$ cat src/rtl/external_bus_target_pkg.sv
// Shared types and encodings for the external bus target: header layout,
// transfer size codes and the default burst length.
package external_bus_target_pkg;

  // 64-byte cache line of 32-bit words -> 16 beats per burst
  localparam int unsigned BURST_LOG2_DEF = 4;

  localparam logic [1:0] SZ_BYTE = 2'd0;
  localparam logic [1:0] SZ_HALF = 2'd1;
  localparam logic [1:0] SZ_WORD = 2'd2;
  localparam logic [1:0] SZ_LINE = 2'd3;

  typedef struct packed {
    logic        is_write;
    logic [1:0]  size;
    logic [28:0] addr;
  } ext_bus_hdr_t;

endpackage

$ cat src/rtl/ext_bus_rd_fifo.sv
// Two-entry read-return FIFO between the memory port and the bus.
// Supports simultaneous push and pop when full, preserving ordering.
module ext_bus_rd_fifo #(
  parameter int unsigned WIDTH = 32
) (
  input  logic             clk,
  input  logic             rst,
  input  logic             push,
  input  logic [WIDTH-1:0] push_data,
  input  logic             pop,
  output logic [WIDTH-1:0] head,
  output logic             full,
  output logic             empty,
  output logic [1:0]       count
);

  logic [WIDTH-1:0] mem_q [2];
  logic             wr_ptr_q;
  logic             rd_ptr_q;
  logic [1:0]       count_q;
  logic             do_push;
  logic             do_pop;

  assign empty   = (count_q == 2'd0);
  assign full    = (count_q == 2'd2);
  assign count   = count_q;
  assign head    = mem_q[rd_ptr_q];
  assign do_pop  = pop && !empty;
  assign do_push = push && (!full || do_pop);

  always_ff @(posedge clk or negedge rst) begin
    if (!rst) begin
      mem_q[0] <= '0;
      mem_q[1] <= '0;
      wr_ptr_q <= 1'b0;
      rd_ptr_q <= 1'b0;
      count_q  <= 2'd0;
    end else begin
      if (do_push) begin
        mem_q[wr_ptr_q] <= push_data;
        wr_ptr_q        <= ~wr_ptr_q;
      end
      if (do_pop) begin
        rd_ptr_q <= ~rd_ptr_q;
      end
      case ({do_push, do_pop})
        2'b10:   count_q <= count_q + 2'd1;
        2'b01:   count_q <= count_q - 2'd1;
        default: count_q <= count_q;
      endcase
    end
  end

endmodule

$ cat src/rtl/external_bus_target.sv
// Responder end of the narrow external bus: decodes the header word and runs
// single MMIO or wrapped cache-line bursts against an SRAM-style memory port.
module external_bus_target
  import external_bus_target_pkg::*;
#(
  parameter int unsigned WIDTH      = 32,
  parameter int unsigned ADDR_LEN   = 29,
  parameter int unsigned BURST_LOG2 = BURST_LOG2_DEF
) (
  input  logic                  clk,
  input  logic                  rst,
  input  logic [WIDTH-1:0]      IN_bus,
  output logic [WIDTH-1:0]      OUT_bus,
  output logic                  OUT_busOE,
  input  logic                  IN_busValid,
  output logic                  OUT_busReady,
  output logic                  OUT_memCe,
  output logic                  OUT_memWe,
  output logic [ADDR_LEN-3:0]   OUT_memAddr,
  output logic [WIDTH-1:0]      OUT_memWdata,
  output logic [WIDTH/8-1:0]    OUT_memWmask,
  input  logic [WIDTH-1:0]      IN_memRdata,
  input  logic                  IN_memBusy
);

  localparam int unsigned CW = BURST_LOG2 + 1;
  localparam int unsigned MW = WIDTH / 8;

  typedef enum logic [1:0] {S_IDLE, S_WRITE, S_READ} state_t;

  state_t                state_q, state_nx;
  ext_bus_hdr_t          hdr;
  logic                  alive_q;
  logic [1:0]            size_q;
  logic [ADDR_LEN-1:0]   addr_q;
  logic [ADDR_LEN-1:0]   addr_nx;
  logic [BURST_LOG2-1:0] idx_nx;
  logic [CW-1:0]         beats_q, done_q, issued_q;
  logic                  inflight_q;
  logic                  beat, mem_acc, last, issue_ok;
  logic [WIDTH-1:0]      fifo_head;
  logic                  fifo_full, fifo_empty;
  logic [1:0]            fifo_count;

  assign hdr     = ext_bus_hdr_t'(IN_bus);
  assign beat    = IN_busValid && OUT_busReady;
  assign mem_acc = OUT_memCe && !IN_memBusy;
  assign last    = (done_q + CW'(1)) == beats_q;

  // Burst word index wraps inside the line; upper address bits are held
  assign idx_nx  = addr_q[BURST_LOG2+1:2] + BURST_LOG2'(1);
  assign addr_nx = {addr_q[ADDR_LEN-1:BURST_LOG2+2], idx_nx, addr_q[1:0]};

  // Fifo occupancy plus the in-flight read never exceeds the two slots
  assign issue_ok = (state_q == S_READ) && (issued_q < beats_q) && !fifo_full &&
                    ((3'(fifo_count) + 3'(inflight_q)) < 3'd2);

  assign OUT_memAddr  = addr_q[ADDR_LEN-1:2];
  assign OUT_memWdata = IN_bus;
  assign OUT_bus      = OUT_busOE ? fifo_head : '0;

  always_comb begin
    case (size_q)
      SZ_BYTE: OUT_memWmask = MW'(1) << addr_q[1:0];
      SZ_HALF: OUT_memWmask = MW'(3) << {addr_q[1], 1'b0};
      default: OUT_memWmask = '1;
    endcase
  end

  always_ff @(posedge clk or negedge rst) begin
    if (!rst) state_q <= S_IDLE;
    else      state_q <= state_nx;
  end

  always_comb begin
    state_nx     = state_q;
    OUT_busOE    = 1'b0;
    OUT_busReady = 1'b0;
    OUT_memCe    = 1'b0;
    OUT_memWe    = 1'b0;
    case (state_q)
      S_IDLE: begin
        OUT_busReady = alive_q;
        if (IN_busValid && alive_q) state_nx = hdr.is_write ? S_WRITE : S_READ;
      end
      S_WRITE: begin
        OUT_busReady = !IN_memBusy;
        OUT_memCe    = IN_busValid;
        OUT_memWe    = 1'b1;
        if (IN_busValid && !IN_memBusy && last) state_nx = S_IDLE;
      end
      S_READ: begin
        OUT_busOE    = 1'b1;
        OUT_busReady = !fifo_empty;
        OUT_memCe    = issue_ok;
        if (IN_busValid && !fifo_empty && last) state_nx = S_IDLE;
      end
      default: state_nx = S_IDLE;
    endcase
  end

  // Header latch, beat counters and the read-issue bookkeeping
  always_ff @(posedge clk or negedge rst) begin
    if (!rst) begin
      alive_q    <= 1'b0;
      size_q     <= SZ_BYTE;
      addr_q     <= '0;
      beats_q    <= '0;
      done_q     <= '0;
      issued_q   <= '0;
      inflight_q <= 1'b0;
    end else begin
      alive_q    <= 1'b1;
      inflight_q <= 1'b0;
      case (state_q)
        S_IDLE: begin
          if (beat) begin
            size_q   <= hdr.size;
            addr_q   <= (hdr.size == SZ_LINE) ? ADDR_LEN'({hdr.addr[28:2], 2'b00})
                                              : ADDR_LEN'(hdr.addr);
            beats_q  <= (hdr.size == SZ_LINE) ? (CW'(1) << BURST_LOG2) : CW'(1);
            done_q   <= '0;
            issued_q <= '0;
          end
        end
        S_WRITE: begin
          if (beat) begin
            done_q <= done_q + CW'(1);
            addr_q <= addr_nx;
          end
        end
        S_READ: begin
          inflight_q <= mem_acc;
          if (mem_acc) begin
            issued_q <= issued_q + CW'(1);
            addr_q   <= addr_nx;
          end
          if (beat) done_q <= done_q + CW'(1);
        end
        default: ;
      endcase
    end
  end

  ext_bus_rd_fifo #(.WIDTH(WIDTH)) u_rd_fifo (
    .clk       (clk),
    .rst       (rst),
    .push      (inflight_q),
    .push_data (IN_memRdata),
    .pop       ((state_q == S_READ) && beat),
    .head      (fifo_head),
    .full      (fifo_full),
    .empty     (fifo_empty),
    .count     (fifo_count)
  );

endmodule

$ cat config.mk
export PLATFORM = sky130hd
export DESIGN_NAME = external_bus_target
export DESIGN_NICKNAME = d
export VERILOG_FILES = /design/src/rtl/external_bus_target_pkg.sv /design/src/rtl/ext_bus_rd_fifo.sv /design/src/rtl/external_bus_target.sv
export SDC_FILE = /design/constraint.sdc
export NUM_CORES = 1
export LEC_CHECK = 0
export CAP_MARGIN = 0
export CORE_ASPECT_RATIO = 0.8
export CORE_MARGIN = 3
export CORE_UTILIZATION = 50
export DETAILED_ROUTE_END_ITERATION = 10
export DONT_BUFFER_PORTS = 1
export GPL_TIMING_DRIVEN = 0
export PLACE_DENSITY_LB_ADDON = 0.3
export SYNTH_ARGS = -nofsm -noshare
export SYNTH_HDL_FRONTEND = slang
export SYNTH_SLANG_ARGS = --single-unit
$ cat constraint.sdc
create_clock -name clk -period 2.1 [get_ports clk]
set_input_delay 0.315 -clock clk [delete_from_list [all_inputs] [get_ports clk]]
set_output_delay 0.315 -clock clk [all_outputs]
set_load 0.01 [all_outputs]
==> flow_summary_export.csv <==
group,metric,value,unit
placement,placed_area,0.006096,mm²
yosys,yosys_warnings,0,
final_layout,drive_gt1_share,42.07,%
yosys,synth.cell_area,0.005913,mm²
die,die_h,103.3,µm
yosys,yosysMostFrequentCell,"dfrtp_1",
setup_path,path_max_fanout,6,
yosys,seq_area_frac_synth,48.67,%
die,die_w,127.6,µm
setup_path,cp_slowest_stage_delay,510,ps
setup_path,arrival,2480,ps
run_status,status,"complete, but fails checks",
yosys,ys_types,48,
detailed_routing,drt_iter0_drc,194,
detailed_routing,top_layer,"met4",
global_routing,grtUsageTotal,19.72,%
sta,post-route-worst-setup-slack,-59.97,ps
setup_path,cp_top_family,"simple AND/OR/NAND/NOR gates",
detailed_routing,drc,0,
sta,finalSetupViolations,16,
detailed_routing,routedWlPerCell,17.95,µm
placement,routabilityCongestion,0.8351,
yosys,synth_seq_cells,115,
final_layout,final_cell_count_no_fill,743,
clock_network,root_buffer,"clkbuf_16",
detailed_routing,vias_per_cell,5.402,
die,io_pins,167,
setup_path,crit_buf_inv,1,
final_layout,area_delta_synth_final,23.28,%
sta,whs,-395.6,ps
placement,dp.cells,686,
pwr,ir_drop,0.5943,mV
sta,hold_viol,115,
yosys,synth_area_per_cell,10.91,µm²
global_routing,grt_max_degree,116,
run_status,violations,"negative hold slack, negative setup slack",
global_routing,grt_pass1_vias,4152,
setup_path,crit_chain,"inv_2, ha_4, nand2b_1, a31oi_4, mux2i_4, or4_1, a21boi_1",
sta,max_freq,463.0,MHz
yosys,yosys.area.top_type,"dfrtp_1",
clock_network,clock_latency,410,ps
detailed_routing,routed_wl,13340,µm
yosys,synthTopCellsByCount,"115 x dfrtp_1, 64 x mux2_2, 59 x buf_4",
sta,finalCritPeriodShare,102.9,%
yosys,yosys.area.top_type_share,48.67,%
sta,min_period,2160,ps
global_routing,grt_pass1_wl,20390,µm
worst_hold_path,hold_path.class,"input port to asynchronous set/reset pin",
clock_network,cts_made_buffers,17,
die,dieArea,0.01318,mm²
flow_run,maxCapViolCount,0,
clock_network,h-tree-depth,4,
setup_path,endpoint_kind,"flop",
yosys,syn_nets,620,
placement,hpwl,9038,µm
setup_path,start_kind,"flop",
clock_network,clkTransAtPathRegs,60,ps
yosys,synth_edf_count,0,
final_layout,final_area,0.007289,mm²
placement,port_buffers,0,
sta,skew,11.21,ps
setup_path,crit_required,2420,ps
detailed_routing,wl_met1,5566,µm
yosys,synth_ff_type,"dfrtp_1",
sta,drv_slew,0,
detailed_routing,vias,4014,
clock_network,numClockSinks,115,
clock_network,clockBufferDepth,2,
final_layout,layout.nets,664,
global_routing,antenna_found_initial,0,
die,row_count,34,
pwr,powerDensity,1332,mW/mm²
die,initial_core_util,52.85,%
global_routing,gr-total-overflow,0,
die,coreArea,0.01119,mm²
detailed_routing,ant_nets,0,
final_layout,fin_util,65.15,%
yosys,synthTopCellsByArea,"dfrtp_1 49%, mux2_2 12%, buf_4 7.5%",
pwr,p_leak,3.469,nW
final_layout,diodes,0,
clock_network,cts_tree,"yes",
setup_path,critPathKind,"flop to flop",
yosys,async_flop_share,100.0,%
detailed_routing,met2_length,6873,µm
sta,rsz0062_at_grt,"true",
detailed_routing,met3_length,756,µm
yosys,syn_inst,542,
detailed_routing,dr.pass1.iters,4,
setup_path,slowest_stage,"or4_1",
-- where the power goes --
group	switching, W	total, W	internal [W]
registers	0.000438	0.00319	0.00275
clock network	0.00103	0.00280	0.00177
logic	0.00192	0.00372	0.00180
total	0.00338	0.00971	0.00632
-- state kept, by name, summed over array words and instances (netlist names) --
name / cells
u_rd_fifo.mem_q: 64
addr_q: 29
done_q: 5
issued_q: 5
beats_q: 2
size_q: 2
state_q: 2
u_rd_fifo.count: 2
alive_q: 1
inflight_q: 1
u_rd_fifo.rd_ptr_q: 1
u_rd_fifo.wr_ptr_q: 1
-- cell families (layout without fill, tap and decap cells) --
logic type | after synthesis | in the layout | share of synthesized area [%]
muxes | 105 | 105 | 19.28
buffers and inverters | 92 | 149 | 9.797
adders and majority gates | 10 | 10 | 2.116
and+or+nand+nor | 142 | 142 | 11.30
DFF | 115 | 115 | 48.67
AOI/OAI and AO/OA | 67 | 67 | 7.300
other | 1 | 1 | 0.06342
xor gates and xnor gates | 10 | 10 | 1.481
-- metal layers --
layer	global-route usage (%)	vias to the layer above
li1	-	1885
met1	23.97	2015
met2	34.45	100
met3	4.928	14
met4	7.423	0
met5	0	-
-- worst register-to-register path: stages, from the launching register on --
cell,delay [ps]
dfrtp_1,420
inv_2,150
ha_4,210
nand2b_1,230
a31oi_4,300
mux2i_4,110
or4_1,510
a21boi_1,150
-- layout make-up --
class                           count  area, µm²
Buffer                             81      634.4
Clock buffer                       19      442.9
Clock inverter                     13      133.9
Fill cell                         858       3899
Inverter                            9      36.28
Multi-Input combinational cell    335       2698
Sequential cell                   115       2879
Tap cell                          144      180.2
Timing Repair Buffer               27      285.3
-- through the flow --
stage / total power, W / TNS, ps / setup WS [ps] / hold slack [ps]
final: 0.009708 / -608.1 / -59.97 / -395.6
after global routing: 0.01027 / -3278 / -157.4 / -413.4
after CTS: 0.009465 / -148.7 / -136.3 / -410.4
after detailed placement: 0.006303 / -29270 / -436.8 / 23.60
after global placement: 0.006161 / -25300 / -399.9 / 23.95
after floorplan: 0.005630 / 0 / 1.714 / 19.41
-- final timing paths --
path                            startpoint                   to  slack [ps]  depth (start not counted)
max in group asynchronous              rst            addr_q[7]        2260                          0
min                                    rst            done_q[2]        -400                          0
min reg2reg                      addr_q[8]            addr_q[8]         480                          2
max                             state_q[1]          issued_q[4]         -60                          7
min in group clk           IN_memRdata[21]  u_rd_fifo.mem_q[21]          40                          1
max reg2reg                     state_q[1]          issued_q[4]         -60                          7
-- cells in the final DEF (no fill, tap or decap), types with 3 or more instances in the layout --
cell type / n
ha_4: 4
a21oi_1: 5
buf_6: 7
dfrtp_1: 114
clkbuf_1: 3
nand2b_1: 29
nor2_2: 19
nor2_1: 20
clkbuf_2: 4
o21ai_0: 30
mux2_1: 4
nor2_4: 3
buf_4: 78
ha_1: 6
mux2_2: 63
nand3_1: 7
clkbuf_4: 6
o31ai_1: 3
nand2_2: 3
buf_8: 5
inv_1: 6
clkbuf_16: 19
a31oi_1: 4
xor2_1: 3
mux2i_1: 36
clkinv_2: 5
clkinvlp_4: 3
xnor2_1: 7
nand2_1: 44
o21bai_1: 4
-- repair_timing --
action / 4_1_cts / 5_1_grt
endpoints found under the hold margin: 115 / 115
resized for setup: 52 / 69
buffers inserted: 15 / 9
pin swaps: 12 / 5
endpoints found under the setup margin: 132 / 134
gates cloned: 1 / 2
Note: power is estimated with default switching activity, not from simulation.
